**src/rtl/life_controller.sv**
```systemverilog
// life_controller: lives, invincibility window and game-over/retry sequencing for the HUD, timed in v_sync frames
module life_controller #(
  parameter int LIVES            = 3,
  parameter int GRACE_FRAMES     = 60,
  parameter int BLINK_FRAMES     = 8,
  parameter int DEAD_HOLD_FRAMES = 30
) (
  input  logic       i_clk,
  input  logic       i_rst_n,
  input  logic       i_v_sync,
  input  logic       i_crushed,
  input  logic       i_retry,
  output logic [1:0] o_lives,
  output logic [2:0] o_heart_mask,
  output logic       o_invincible,
  output logic       o_blink,
  output logic       o_is_dead,
  output logic       o_restart
);
  typedef enum logic [1:0] {ALIVE, GRACE, DEAD} state_t;
  localparam logic [1:0] L_INIT = 2'(LIVES);
  localparam logic [2:0] M_INIT = 3'((1 << LIVES) - 1);
  localparam logic [7:0] G_MAX  = 8'(GRACE_FRAMES);
  localparam logic [7:0] B_MAX  = 8'(BLINK_FRAMES);
  localparam logic [7:0] H_MAX  = 8'(DEAD_HOLD_FRAMES);
  logic [1:0] r_rst_sync;
  logic       w_rst_n;
  logic [2:0] r_vs, r_cr, r_rt;
  logic       r_tick, r_crush, r_retry;
  state_t     r_state, w_state_nxt;
  logic [1:0] r_lives, w_lives_nxt;
  logic [7:0] r_grace, w_grace_nxt, r_bcnt, w_bcnt_nxt, r_hold, w_hold_nxt;
  logic       r_blink, w_blink_nxt, r_restart, w_restart_nxt;
  logic [2:0] r_mask, w_mask_nxt;
  logic       r_inv, w_inv_nxt, r_dead, w_dead_nxt;
  logic       w_grace_done, w_bwrap, w_accept;
  // reset asserts immediately but releases only after two clean clock edges
  always_ff @(posedge i_clk or negedge i_rst_n)
    if (!i_rst_n) r_rst_sync <= '0;
    else          r_rst_sync <= {r_rst_sync[0], 1'b1};
  assign w_rst_n = r_rst_sync[1];
  always_ff @(posedge i_clk or negedge w_rst_n)
    if (!w_rst_n) begin
      r_vs    <= '0;
      r_cr    <= '0;
      r_rt    <= '0;
      r_tick  <= 1'b0;
      r_crush <= 1'b0;
      r_retry <= 1'b0;
    end else begin
      r_vs    <= {r_vs[1:0], i_v_sync};
      r_cr    <= {r_cr[1:0], i_crushed};
      r_rt    <= {r_rt[1:0], i_retry};
      r_tick  <= r_vs[1] & ~r_vs[2];
      r_crush <= r_cr[1] & ~r_cr[2];
      r_retry <= r_rt[1] & ~r_rt[2];
    end
  always_ff @(posedge i_clk or negedge w_rst_n)
    if (!w_rst_n) begin
      r_state   <= ALIVE;
      r_lives   <= L_INIT;
      r_grace   <= '0;
      r_bcnt    <= '0;
      r_hold    <= '0;
      r_blink   <= 1'b1;
      r_restart <= 1'b0;
      r_mask    <= M_INIT;
      r_inv     <= 1'b0;
      r_dead    <= 1'b0;
    end else begin
      r_state   <= w_state_nxt;
      r_lives   <= w_lives_nxt;
      r_grace   <= w_grace_nxt;
      r_bcnt    <= w_bcnt_nxt;
      r_hold    <= w_hold_nxt;
      r_blink   <= w_blink_nxt;
      r_restart <= w_restart_nxt;
      r_mask    <= w_mask_nxt;
      r_inv     <= w_inv_nxt;
      r_dead    <= w_dead_nxt;
    end
  // hold is compared before this tick's increment, so a retry on the completing tick is rejected
  assign w_grace_done = r_tick && (r_grace + 8'd1 == G_MAX);
  assign w_bwrap      = r_bcnt + 8'd1 == B_MAX;
  assign w_accept     = r_retry && r_hold == H_MAX;
  always_comb begin
    w_state_nxt = r_state;
    case (r_state)
      ALIVE:   w_state_nxt = r_crush ? ((r_lives > 2'd1) ? GRACE : DEAD) : ALIVE;
      GRACE:   w_state_nxt = w_grace_done ? ALIVE : GRACE;
      DEAD:    w_state_nxt = w_accept ? GRACE : DEAD;
      default: w_state_nxt = ALIVE;
    endcase
  end
  always_comb begin
    w_lives_nxt   = r_lives;
    w_grace_nxt   = r_grace;
    w_bcnt_nxt    = r_bcnt;
    w_hold_nxt    = r_hold;
    w_blink_nxt   = r_blink;
    w_restart_nxt = 1'b0;
    case (r_state)
      ALIVE: begin
        w_blink_nxt = 1'b1;
        if (r_crush) begin
          w_lives_nxt = (r_lives > 2'd1) ? r_lives - 2'd1 : 2'd0;
          w_grace_nxt = '0;
          w_bcnt_nxt  = '0;
          w_hold_nxt  = '0;
          w_blink_nxt = r_lives > 2'd1;
        end
      end
      GRACE: begin
        if (r_tick) begin
          w_grace_nxt = r_grace + 8'd1;
          w_bcnt_nxt  = w_bwrap ? 8'd0 : r_bcnt + 8'd1;
          w_blink_nxt = w_grace_done ? 1'b1 : r_blink ^ w_bwrap;
        end
      end
      DEAD: begin
        w_blink_nxt = 1'b0;
        if (r_tick && r_hold != H_MAX) w_hold_nxt = r_hold + 8'd1;
        if (w_accept) begin
          w_lives_nxt   = L_INIT;
          w_grace_nxt   = '0;
          w_bcnt_nxt    = '0;
          w_hold_nxt    = '0;
          w_blink_nxt   = 1'b1;
          w_restart_nxt = 1'b1;
        end
      end
      default: w_blink_nxt = 1'b1;
    endcase
  end
  always_comb begin
    w_mask_nxt = {w_lives_nxt > 2'd2, w_lives_nxt > 2'd1, w_lives_nxt > 2'd0};
    w_inv_nxt  = w_state_nxt == GRACE;
    w_dead_nxt = w_state_nxt == DEAD;
  end
  assign o_lives      = r_lives;
  assign o_heart_mask = r_mask;
  assign o_invincible = r_inv;
  assign o_blink      = r_blink;
  assign o_is_dead    = r_dead;
  assign o_restart    = r_restart;
endmodule
```
**config.mk**
```make
export PLATFORM = sky130hd
export DESIGN_NAME = life_controller
export DESIGN_NICKNAME = d
export VERILOG_FILES = /design/src/rtl/life_controller.sv
export SDC_FILE = /design/constraint.sdc
export NUM_CORES = 1
export LEC_CHECK = 0
export CORE_UTILIZATION = 35
export CTS_BUF_LIST = sky130_fd_sc_hd__clkbuf_2
export CTS_CLUSTER_DIAMETER = 120
export DETAILED_ROUTE_END_ITERATION = 16
export PLACE_DENSITY = 0.53
export SYNTH_ARGS = -nofsm -noshare
export SYNTH_HDL_FRONTEND = slang
export SYNTH_SLANG_ARGS = --single-unit
```
**constraint.sdc**
```tcl
create_clock -name i_clk -period 2.9 [get_ports i_clk]
set_input_delay 0.58 -clock i_clk [delete_from_list [all_inputs] [get_ports i_clk]]
set_output_delay 0.58 -clock i_clk [all_outputs]
set_load 0.05 [all_outputs]
```
; After elaboration in Yosys (flattened, before gate mapping)
; Cells that the tools add are included.
[classes]
n_lt_le_gt_ge = 4
n_eq_ne = 12
muxes = 25
add_sub_neg = 4
bitwise_logic = 7
reduce_logical = 8
[op_table]
columns = operator, n
row1 = $mux 8, 7
row2 = $pmux 8 s3, 2
row3 = $add 8x1->8 const B, 3
row4 = $pmux 8 s2, 1
row5 = $mux 2, 6
row6 = $eq 8x4->1 const B, 1
row7 = $eq 8x5->1 const B, 1
row8 = $eq 8x6->1 const B, 1
row9 = $ne 8x5->1 const B, 1
row10 = $gt 2x1->1 const B, 3
row11 = $mux 1, 6
row12 = $ne 2x2->1 const B, 3
row13 = $pmux 2 s3, 1
row14 = $eq 2x1->1 const B, 2
row15 = $eq 2x2->1 const B, 2
row16 = $pmux 2 s2, 1
row17 = $reduce_and 4->1, 1
row18 = $and 1x1->1, 3
row19 = $logic_and 1x1->1, 3
row20 = $ne 3x3->1 const B, 1
row21 = $not 1->1, 3
row22 = $pmux 1 s3, 1
row23 = $reduce_and 3->1, 1
row24 = $reduce_bool 3->1, 1
row25 = other kinds (5), 5
[word_totals]
regBits = 49
wordCells = 77
inputBits = 5
out_inout_bits = 9

; Longest topological paths before layout
[depth]
word_depth = 6
depth_mapped = 8
mapped_depth_nobuf = 7

; Least setup slack after synthesis
; Ideal clock, no wire load.
[synth_path]
path_type = flip-flop to flip-flop
startpoint = register r_hold[0]
endpoint = register r_hold[5]
period_less_slack_ps = 1705
arrival_ps = 1584
setup_slack_ps = 1195
setup_time_ps = 121
path_buffers = 1
path_stages_with_launch = 9
required_time_ps = 2779
cell_sequence = dfrtp_1 inv_1 ha_1 nor4b_4 a31o_4 o21ai_2 buf_2 o21bai_1 o2bb2ai_1
[synth_via]
elab_chain_len = 4
word_cells_on_any_way = 10
cone_classes = add/sub (1) / eq/ne (3) / mux (3) / reduce/logical (3)
[synth_rtl]
columns = item, line
row1 = "start, declared", 32  ; logic [7:0] r_grace, w_grace_nxt, r_bcnt, w_bcnt_nxt, r_hold, w_hold_nxt;
row2 = "start signal, assigned", 75  ; r_hold <= w_hold_nxt;
row3 = $add 8x1->8 (tied with other cells), 122  ; if (r_tick && r_hold != H_MAX) w_hold_nxt = r_hold + 8'd1;
row4 = $mux 8 (tied with other cells), 122
row5 = $mux 8 or $ne 3x3->1 (tied branches), -
row6 = $pmux 8 s2 or $reduce_and 3->1 (tied branches), -
; Parallel ways exist; a longest one is shown, timed or not. The select of a mux whose other input is x is not followed.
; A chain may end at the register's enable or synchronous reset.

; Worst setup path in the final report
[layout_path]
startpoint = register r_lives[1], in the netlist o_lives[1]
endpoint = output o_lives[1]
[layout_lines]
columns = item, line
row1 = "start, declared", 31  ; logic [1:0] r_lives, w_lives_nxt;
row2 = "start signal, assigned", 72  ; r_lives <= w_lives_nxt;
row3 = "end, declared", 13  ; output logic [1:0] o_lives,
; No word-level cell between the ends.

==> summary.md <==
| Metric | Value |
|---|---|
| P_int | 0.00107 W |
| Cts hold-fix bufs | 0 |
| Worst-path fanout max | 8 |
| Antenna violations before repair | 0 |
| Comb pwr share | 26.7% |
| Slack of the worst reg-to-reg path | 0.82 ns |
| XOR/XNOR share of the synthesized area | 1.58% |
| GR Util All Layers | 13.5% |
| Grt ovf | 0 |
| Startpoint types | register |
| Crit path cell chain | clkdlybuf4s50_1 |
| HPWL after DPL | 2670 um |
| Synthesized area | 0.00222 mm2 |
| Global-route wire length before repair | 6870 um |
| Pin count of the biggest net entering global routing | 48 |
| Switching Fraction | 34.8% |
| Skew final | 0.0330 ns |
| R2r endpoint | r_bcnt[2] |
| CTS Buf Count | 5 |
| Detailed Route Iter0 Violations | 162 |
| Initial Util | 36.9% |
| Placer Congestion | 0.762 |
| DIE AREA | 0.00667 mm2 |
| Max transition margin | 34.1% |
| Final WL | 3980 um |
| Routed wire per std cell | 12.8 um |
| Chip Height | 81.7 um |
| Root Driver | clkbuf_2 |
| Pleak | 1.07 nW |
| Register bit total from synthesis | 49 |
| Htree depth | 2 |
| Fmax | 0.406 GHz |
| CTS tree | done |
| Avg Cell Area, Syn | 10.0 um2 |
| Die X | 81.7 um |
| Nets | 244 |
| Later-pin clock latency in the skew report | 0.41 ns |
| Period utilization | 84.9% |
| # clock sinks | 49 |
| Final Hold Viols | 0 |
| Unrepaired setup endpoints after global routing | no |
| Largest family of logic cells by synthesized area | simple AND/OR/NAND/NOR gates |
| Postcts setup bufs | 0 |
| Synth Flop Type | dfrtp_1 |
| Antenna fix cells | 0 |
| Critical Path RT | 2.32 ns |
| Num rows | 28 |
| Outcome | complete, no violations |
| Fraction of power consumed by sequential logic | 51.8% |
| Total power draw | 0.00164 W |
| Syn. warnings | 0 |
| Post-synth EDFFs | 0 |
| Area Overhead vs Synth | 11.6% |
| Vias | 1,644 |
| Post-cts sizing count | 0 |
| Synthesized Nets | 231 |
| Hold_ws | 0.307 ns |
| Core Box Area | 0.00603 mm2 |
| Compound-cell area share of the yosys netlist | 17.9% |
| Max-slew violations | 0 |
| FF-to-FF path depth | 5 |
| Via density | 5.30 |
| Commonest non-fill, non-tap cell in the layout | dfrtp_1 |
| DR pass1 iterations | 4 |
| Clock power frac | 21.4% |
| Slowest CP cell | clkdlybuf4s50_1 |
| Commonest non-fill, non-tap cells in the layout | dfrtp_1 (42), nand2_1 (22), o21ai_0 (20), nor2_1 (16) |
| Post-synth ARST share | 100% |
| Final min period | 2.46 ns |
| Bufs on Longest Clock Path | 2 |
| Post-synthesis mux area share | 0% |
| Worst slew pin tran | 0.989 ns |
| Endpoint class of the critical path | primary output |
| RR Startpoint | r_state[0] |
| I/O Buffers | 13 |
| Pwr Density | 660 mW/mm2 |
| Crit path max-delay family | buffers and inverters |
| Max Cap Viol | 0 |
| CP peak stage delay | 0.82 ns |
| Top Ports | 14 |
| Tightest Hold Check Type | input port to asynchronous set/reset pin |
| Crit path buf inv count | 1 |
| DRC | 0 |
| Crit path DAT | 1.88 ns |
| Post-synthesis adder-cell area fraction | 2.82% |
| Setup violation total in the final timing report | 0 |
| Maximum VDD drop | 0.000402 V |
| Sum Neg Setup Slack | 0 ns |
| Switch Pwr | 0.000570 W |
| Post-route ant nets | 0 |
| Simple-gate share of the synthesized area | 20.1% |
| Post-Synthesis Cells | 221 |
| Distinct cell type count of the synthesized netlist | 43 |
| Post-synthesis sequential area ratio | 55.5% |
| Vias in the first global route | 1,451 |
| Share of layout cells above drive strength 1 | 8.09% |
| Clock-pin transition on the worst setup and hold timing paths | 0.25 ns |
| Crit Path Category | register to primary output |
-- worst max-delay path by stage --
| stage | startpoint | to | cells after the start |
|---|---|---|---|
| after floorplan | r_hold[0] | r_hold[5] | 8 |
| after global placement | r_hold[0] | r_bcnt[2] | 7 |
| after detailed placement | r_hold[0] | r_bcnt[2] | 7 |
| after CTS | o_lives[1] | o_lives[1] | 1 |
| after global routing | o_lives[1] | o_lives[1] | 1 |
| final | o_lives[1] | o_lives[1] | 1 |
-- cells in the mapped netlist, types with 3 or more instances --
library cell | number | share of area, %
nor3_1 | 6 | 1.4
nand2b_1 | 4 | 1.1
nor4_1 | 3 | 0.85
o21ai_0 | 20 | 4.5
and3_1 | 5 | 1.4
buf_2 | 4 | 0.90
nand2_1 | 22 | 3.7
xor2_1 | 3 | 1.2
or3_1 | 3 | 0.85
nand3_1 | 12 | 2.7
nand4_1 | 3 | 0.85
o21ai_1 | 10 | 2.3
a31oi_1 | 6 | 1.7
ha_1 | 5 | 2.8
dfstp_2 | 6 | 7.1
a21oi_1 | 13 | 2.9
dfrtp_1 | 43 | 48
nor2_1 | 16 | 2.7
nor2b_1 | 4 | 1.1
clkbuf_1 | 3 | 0.51
o31ai_1 | 4 | 1.4
inv_1 | 3 | 0.51
-- power by group through the flow --
stage | sequential, W | combinational (W) | clock, W
after floorplan | 0.000916 | 0.000267 | 0
after global placement | 0.000860 | 0.000442 | 0
after detailed placement | 0.000862 | 0.000439 | 0
after CTS | 0.000850 | 0.000440 | 0.000370
after global routing | 0.000865 | 0.000483 | 0.000397
final | 0.000848 | 0.000438 | 0.000351
-- cell type report --
cell class	instances	area, um2
clock buffer	6	30.0
inverter	3	11.3
multi-input combinational	162	945
tap	75	93.8
sequential	49	1230
timing repair buffer	13	130
fill	595	3550
clock inverter	2	33.8
-- sequential cells by signal, indices dropped and copies added, names as in the netlist, 2 cells and up --
name / flops
r_state: 2
r_rst_sync: 2
o_lives: 2
o_heart_mask: 3
r_hold: 8
r_vs: 3
r_bcnt: 8
r_cr: 3
r_grace: 8
r_rt: 3
-- cell families (layout without fill, tap and decap cells) --
group / Yosys count / in the layout
buffers and inverters: 10 / 24
AO/OA/AOI/OAI: 66 / 66
XOR/XNOR: 4 / 4
adder cells (fa/ha/maj): 5 / 5
AND/OR/NAND/NOR: 86 / 86
flip-flops: 49 / 49
other: 1 / 1
-- per-stage QoR --
step	std cells	utilization, %	setup WS (ns)	instance area [um2]
6_report	310	41.1	0.437	2480
5_1_grt	310	41.1	0.329	2480
4_1_cts	310	41.1	0.392	2480
3_5_place_dp	302	40.1	0.842	2410
3_3_place_gp	302	40.1	0.874	2410
2_1_floorplan	221	-	1.19	2220
-- layer usage --
layer / global-route usage (%) / wire length [um] / vias up
met1: 18.6 / 2050 / 790
met4: 5.26 / 51 / 0
met2: 20.6 / 1750 / 33
met5: 0 / 0 / -
met3: 3.00 / 129 / 5
li1: - / - / 816
Power figures use the tool's default switching activity.
